<file path="config.mk">
export PLATFORM = sky130hd
export DESIGN_NAME = v_tile_sched
export DESIGN_NICKNAME = d
export VERILOG_FILES = /design/src/rtl/v_tile_pkg.sv /design/src/rtl/v_tile_cmd_fifo.sv /design/src/rtl/v_tile_sched.sv
export SDC_FILE = /design/constraint.sdc
export NUM_CORES = 1
export LEC_CHECK = 0
export ABC_AREA = 0
export CAP_MARGIN = 20
export CORE_UTILIZATION = 43
export DETAILED_ROUTE_END_ITERATION = 8
export PLACE_DENSITY = 0.75
export RECOVER_POWER = 50
export SLEW_MARGIN = 20
export SYNTH_ARGS = -nofsm -noshare
export SYNTH_HDL_FRONTEND = slang
export SYNTH_SLANG_ARGS = --single-unit
</file>
<file path="constraint.sdc">
create_clock -name clk -period 2.4 [get_ports clk]
set_input_delay 0.24 -clock clk [delete_from_list [all_inputs] [get_ports clk]]
set_output_delay 0.24 -clock clk [all_outputs]
set_load 0.01 [all_outputs]
</file>
<file path="src/rtl/v_tile_pkg.sv">
// Shared types and config-word field layout for the v_tile sequencer.
package v_tile_pkg;

   typedef enum logic [2:0] {IDLE, CFG, FIRE, WAIT, RESULT} sched_state_t;

   // Config word layout: destination in the low nibble, op size above it.
   localparam int DEST_W   = 4;
   localparam int DEST_LSB = 0;
   localparam int SIZE_LSB = DEST_LSB + DEST_W;

endpackage

</file>
<file path="src/rtl/v_tile_cmd_fifo.sv">
// Synchronous command FIFO; depth must be a power of two so pointers wrap naturally.
module v_tile_cmd_fifo #(
   parameter int width      = 16,
   parameter int fifo_depth = 4
) (
   input  logic             clk,
   input  logic             reset,
   input  logic             push,
   input  logic [width-1:0] wr_data,
   input  logic             pop,
   output logic [width-1:0] rd_data,
   output logic             full,
   output logic             empty
);

   localparam int AW = $clog2(fifo_depth);

   logic [width-1:0] mem [fifo_depth];
   logic [AW-1:0]    wr_ptr, rd_ptr;
   logic [AW:0]      count;
   logic             do_push, do_pop;

   assign full    = (count == (AW+1)'(fifo_depth));
   assign empty   = (count == '0);
   assign do_push = push && !full;
   assign do_pop  = pop && !empty;
   assign rd_data = mem[rd_ptr];

   always_ff @(posedge clk) begin
      if (do_push) mem[wr_ptr] <= wr_data;
   end

   always_ff @(posedge clk) begin
      if (reset) begin
         wr_ptr <= '0;
         rd_ptr <= '0;
         count  <= '0;
      end else begin
         if (do_push) wr_ptr <= wr_ptr + AW'(1);
         if (do_pop)  rd_ptr <= rd_ptr + AW'(1);
         case ({do_push, do_pop})
            2'b10:   count <= count + (AW+1)'(1);
            2'b01:   count <= count - (AW+1)'(1);
            default: count <= count;
         endcase
      end
   end

endmodule

</file>
<file path="src/rtl/v_tile_sched.sv">
// Sequencer for one v_tile vector-add tile: config write, fire, wait for sum,
// hold result toward the router, with a sticky timeout on a hung tile.
module v_tile_sched
   import v_tile_pkg::*;
#(
   parameter int width      = 16,
   parameter int num_inputs = 4,
   parameter int fifo_depth = 4,
   parameter int timeout    = 64
) (
   input  logic                                 clk,
   input  logic                                 reset,
   input  logic                                 cmd_valid,
   output logic                                 cmd_ready,
   input  logic [width-1:0]                     cmd_data,
   output logic                                 write_en3,
   input  logic                                 write_rdy3,
   output logic [width-1:0]                     w_data_in3,
   input  logic                                 write_ack3,
   output logic                                 on_off,
   input  logic [num_inputs-1:0][width-1:0]     adder_outputs,
   input  logic [DEST_W-1:0]                    dest_info,
   input  logic                                 adder_ack,
   output logic                                 res_valid,
   input  logic                                 res_ready,
   output logic [num_inputs-1:0][width-1:0]     res_data,
   output logic [DEST_W-1:0]                    res_dest,
   output logic                                 busy,
   output logic                                 err_timeout
);

   localparam int             CW       = $clog2(timeout) + 1;
   localparam logic [CW-1:0]  CNT_LAST = CW'(timeout - 1);
   localparam logic [CW-1:0]  CNT_MAX  = '1;

   sched_state_t     state;
   logic [width-1:0] cfg_reg;
   logic [CW-1:0]    cnt;
   logic [width-1:0] fifo_rd;
   logic             fifo_full, fifo_empty, fifo_pop;

   assign fifo_pop   = (state == IDLE) && !fifo_empty;
   assign cmd_ready  = !fifo_full;
   assign w_data_in3 = cfg_reg;
   assign busy       = (state != IDLE);

   v_tile_cmd_fifo #(
      .width      (width),
      .fifo_depth (fifo_depth)
   ) u_fifo (
      .clk     (clk),
      .reset   (reset),
      .push    (cmd_valid),
      .wr_data (cmd_data),
      .pop     (fifo_pop),
      .rd_data (fifo_rd),
      .full    (fifo_full),
      .empty   (fifo_empty)
   );

   always_ff @(posedge clk) begin
      if (reset) begin
         state       <= IDLE;
         cfg_reg     <= '0;
         write_en3   <= 1'b0;
         on_off      <= 1'b0;
         cnt         <= '0;
         res_valid   <= 1'b0;
         res_data    <= '0;
         res_dest    <= '0;
         err_timeout <= 1'b0;
      end else begin
         case (state)
            IDLE: begin
               if (!fifo_empty) begin
                  cfg_reg <= fifo_rd;
                  state   <= CFG;
               end
            end
            // Request is only raised once the tile reports ready, then held until acked.
            CFG: begin
               if (write_en3) begin
                  if (write_ack3) begin
                     write_en3 <= 1'b0;
                     on_off    <= 1'b1;
                     cnt       <= '0;
                     state     <= FIRE;
                  end
               end else if (write_rdy3) begin
                  write_en3 <= 1'b1;
               end
            end
            FIRE: begin
               on_off <= 1'b0;
               cnt    <= cnt + CW'(1);
               state  <= WAIT;
            end
            // cnt tracks cycles since the on_off pulse; an ack wins over a same-cycle timeout.
            WAIT: begin
               if (adder_ack) begin
                  res_data  <= adder_outputs;
                  res_dest  <= dest_info;
                  res_valid <= 1'b1;
                  state     <= RESULT;
               end else if (cnt == CNT_LAST) begin
                  err_timeout <= 1'b1;
                  state       <= IDLE;
               end else if (cnt != CNT_MAX) begin
                  cnt <= cnt + CW'(1);
               end
            end
            RESULT: begin
               if (res_ready) begin
                  res_valid <= 1'b0;
                  state     <= IDLE;
               end
            end
            default: state <= IDLE;
         endcase
      end
   end

endmodule

</file>
==> results by group <==
STA
  • RSZ-0062 raised after global routing: no
  • FMAX: 0.436 GHz
  • Fin. max-slew vios: 0
  • Slew headroom: 39.4%
  • Fin crit period: 2.30 ns
  • Setup_tns: 0 ns
  • Tcrit/Tclk final: 95.6%
  • Worst-Margin Slew: 0.909 ns
  • Finish-stage setup viols: 0
  • Hold Fails Final Rpt: 0
  • Final WS setup: 0.104 ns
  • Setup Skew: 0.0121 ns

CTS
  • Clk Latency, worst-skew pair: 0.43 ns
  • Clk slew on worst S/H paths: 0.06 ns
  • Hold_buf cts: 0
  • Clk sinks: 169
  • TritonCTS clock tree: built
  • Max Root-Sink Buffers: 2
  • CTS H-tree depth: 4
  • Num CTS Buffers: 17
  • Root Driver: clkbuf_16

Yosys
  • Syn Inst Count: 593
  • Synth cell types: 44
  • Post-synth EDFFs: 64
  • Ys flop type: dfxtp_1
  • Most frequent cell after synthesis: nand2_1
  • Dominant cell type by area after synthesis: dfxtp_1
  • Commonest cells in the netlist: nand2_1 (180), dfxtp_1 (105), a21oi_1 (101)
  • Synthesized area: 6360 um^2
  • Largest cells by area after synthesis: dfxtp_1 (33%), edfxtp_1 (30%), nand2_1 (11%)
  • Syn. warnings: 0
  • Yosys top cell area share: 33.1%
  • Seq cells post-synth: 169
  • Mean cell area of the mapped netlist: 10.7 um^2
  • Ys async rst share: 0%
  • Sequential area share after synthesis: 63.3%
  • Post-synth net total: 691

Critical path
  • Startpoint types: flip-flop
  • Worst R2R Start: u_fifo.count[2]
  • Critical Path Start: u_fifo.count[2]
  • Kind of critical path: flip-flop to flip-flop
  • Reg2reg end: u_fifo.count[2]
  • Critical Path RT: 2.77 ns
  • FF-to-FF setup slack: 0.10 ns
  • CP max stage delay: 0.40 ns
  • R2R depth: 9
  • Crit-path cells: or3b_4 -> and2_4 -> inv_1 -> ha_2 -> inv_1 -> fa_2 -> xor2_1 -> or3_4 -> a21oi_2
  • Crit path max-delay cell type: or3b_4
  • Cell mode on critical path: inv_1
  • CP max FO: 5
  • Worst path arrival time: 2.66 ns
  • CP Capture Type: flip-flop

Detailed routing
  • Post-route ant nets: 0
  • Initial DRC Count: 222
  • Vias: 4957
  • Remaining DRCs: 0
  • Via density: 5.12
  • First drt pass iteration count: 4
  • Drt wl/cell: 15.4 um
  • Final wirelength: 15000 um

Placed design
  • IO buf count: 180
  • Area post-placement: 8350 um^2
  • Post-placement setup slack: 0.0633 ns
  • Routability congestion estimate: 0.787
  • Post-detail-place hpwl: 10000 um

Power
  • Int Power: 5760 uW
  • Seq pwr share: 43.2%
  • Power share of the clock group: 34.3%
  • Logic gate share of total power: 22.5%
  • Power Dens Cells: 880 nW/um^2
  • P_sw: 2120 uW
  • Switch share: 26.9%
  • LEAKAGE: 0.00328 uW
  • Maximum VDD drop: 0.602 mV

Status
  • Status: completed

Job
  • Max Cap Violations: 0

Cells and area
  • # fillers: 1144
  • Fin area: 8960 um^2
  • Net count, final: 868
  • Layout cells sized above 1: 9.32%
  • P&R area growth vs syn: 40.9%
  • Register area: 4030 um^2
  • Multi-input logic area: 2140 um^2

Global route
  • Initial antenna violation count: 1
  • Largest net degree at the start of global routing: 69
  • Number of global-route vias before repair: 4634
  • Grt ovf: 0
  • First-pass GRT wire length: 22600 um
  • All-Layer GR Usage: 19.7%

Floorplanning
  • Ports: 181
  • DIE AREA: 15300 um^2
  • Chip Height: 124 um
  • # rows: 44
  • Initial Utilization: 43.9%
  • Die X: 124 um
  • Core region area: 14500 um^2

Min path
  • Hold_sp: reset
  • Depth of the worst hold-timing path: 2
  • Hold Path End: err_timeout
  • Min-Delay Path Class: input port to flip-flop
## worst max-delay path: cells and delay by family, from the launching register on
kind	cells	cell delay [ns]
AND/OR/NAND/NOR	3	0.95
adder cells (fa/ha/maj)	2	0.51
flip-flops	1	0.36
XOR/XNOR	1	0.16
AO/OA/AOI/OAI	1	0.13
buffers and inverters	2	0.12
## metal layers
layer | vias up | part of all wire (%) | GRT usage (%)
met3 | 20 | 5.4 | 5.08
met4 | 0 | 2.0 | 8.89
li1 | 2415 | - | -
met5 | - | 0 | 0
met1 | 2373 | 42 | 23.0
met2 | 149 | 51 | 33.7
## power groups by stage
stage	Sequential, uW	Combinational [uW]	Clock (uW)
4_1_cts	3410	1810	2760
2_1_floorplan	3470	1020	0
3_3_place_gp	3450	1750	0
6_report	3400	1770	2700
3_5_place_dp	3460	1800	0
5_1_grt	3430	1950	2870
## layout by cell type (no fill, tap or decap), types with 2 or more instances in the layout
cell type        count
bufinv_16            3
nand2_1            180
nor2b_1              3
dfxtp_2              3
edfxtp_1            64
o21ai_0              4
a311oi_1             3
clkbuf_16           17
nand2b_1             3
or3_1                2
inv_1                9
buf_12               3
clkinv_1             2
nand3_1              7
nor3_1               8
ha_1                 5
and3_1               5
dfxtp_1            102
buf_4               10
mux4_2              16
clkbuf_1             3
clkinv_2             5
a21oi_1            100
clkdlybuf4s50_1     81
clkinvlp_4           2
a31oi_1              3
o211ai_1             2
xor2_1               3
nor2_1              11
dlygate4sd3_1       98
xnor2_1              2
nand4_1              2
## area by class of cell
class                           instances  area share [%]
Timing Repair Buffer                  194            21.6
Tap cell                              184            2.57
Clock buffer                           18            4.79
Inverter                                9           0.377
Sequential cell                       169            45.0
Multi-Input combinational cell        379            23.9
Antenna cell                            1          0.0279
Clock inverter                         14            1.73
## sequential cells by signal, summed over array words and instances, names as in the netlist, 2 cells and up
name	flops
u_fifo.count	3
w_data_in3	16
res_dest	4
res_data	64
cnt	7
u_fifo.mem	64
state	3
u_fifo.wr_ptr	2
u_fifo.rd_ptr	2
## worst max path at each step
stage | to | slack (ns)
after floorplan | u_fifo.count[2] | 0.1
after CTS | u_fifo.count[2] | 0.04
after global placement | u_fifo.count[2] | 0.16
final | u_fifo.count[2] | 0.10
after detailed placement | u_fifo.count[2] | 0.06
after global routing | u_fifo.count[2] | 0.03
## per-stage QoR
step           power (uW)  hold WS, ns  instances  utilization (%)
4_1_cts              7980        0.305        966             61.7
3_5_place_dp         5260        0.446        934             57.7
6_report             7880        0.327        968             61.9
5_1_grt              8260        0.357        968             61.9
3_3_place_gp         5200        0.442        934             57.7
2_1_floorplan        4480        0.339        593                -
## cells by family (layout without fill, tap and decap cells)
| group | after synthesis | after routing | synth area share [%] |
|---|---|---|---|
| adder cells (fa/ha/maj) | 7 | 7 | 1.50 |
| flip-flops | 169 | 169 | 63.3 |
| multiplexers | 17 | 17 | 5.85 |
| buffers and inverters | 45 | 235 | 3.25 |
| XOR/XNOR | 5 | 5 | 0.689 |
| AO/OA/AOI/OAI | 119 | 119 | 10.2 |
| other | 0 | 1 | 0 |
| AND/OR/NAND/NOR | 231 | 231 | 15.3 |
## repair_timing
action	in CTS	in global routing
setup endpoints to repair	0	1
buffers inserted	0	1
resized for setup	0	9
Note: power is estimated with default switching activity, not from simulation.
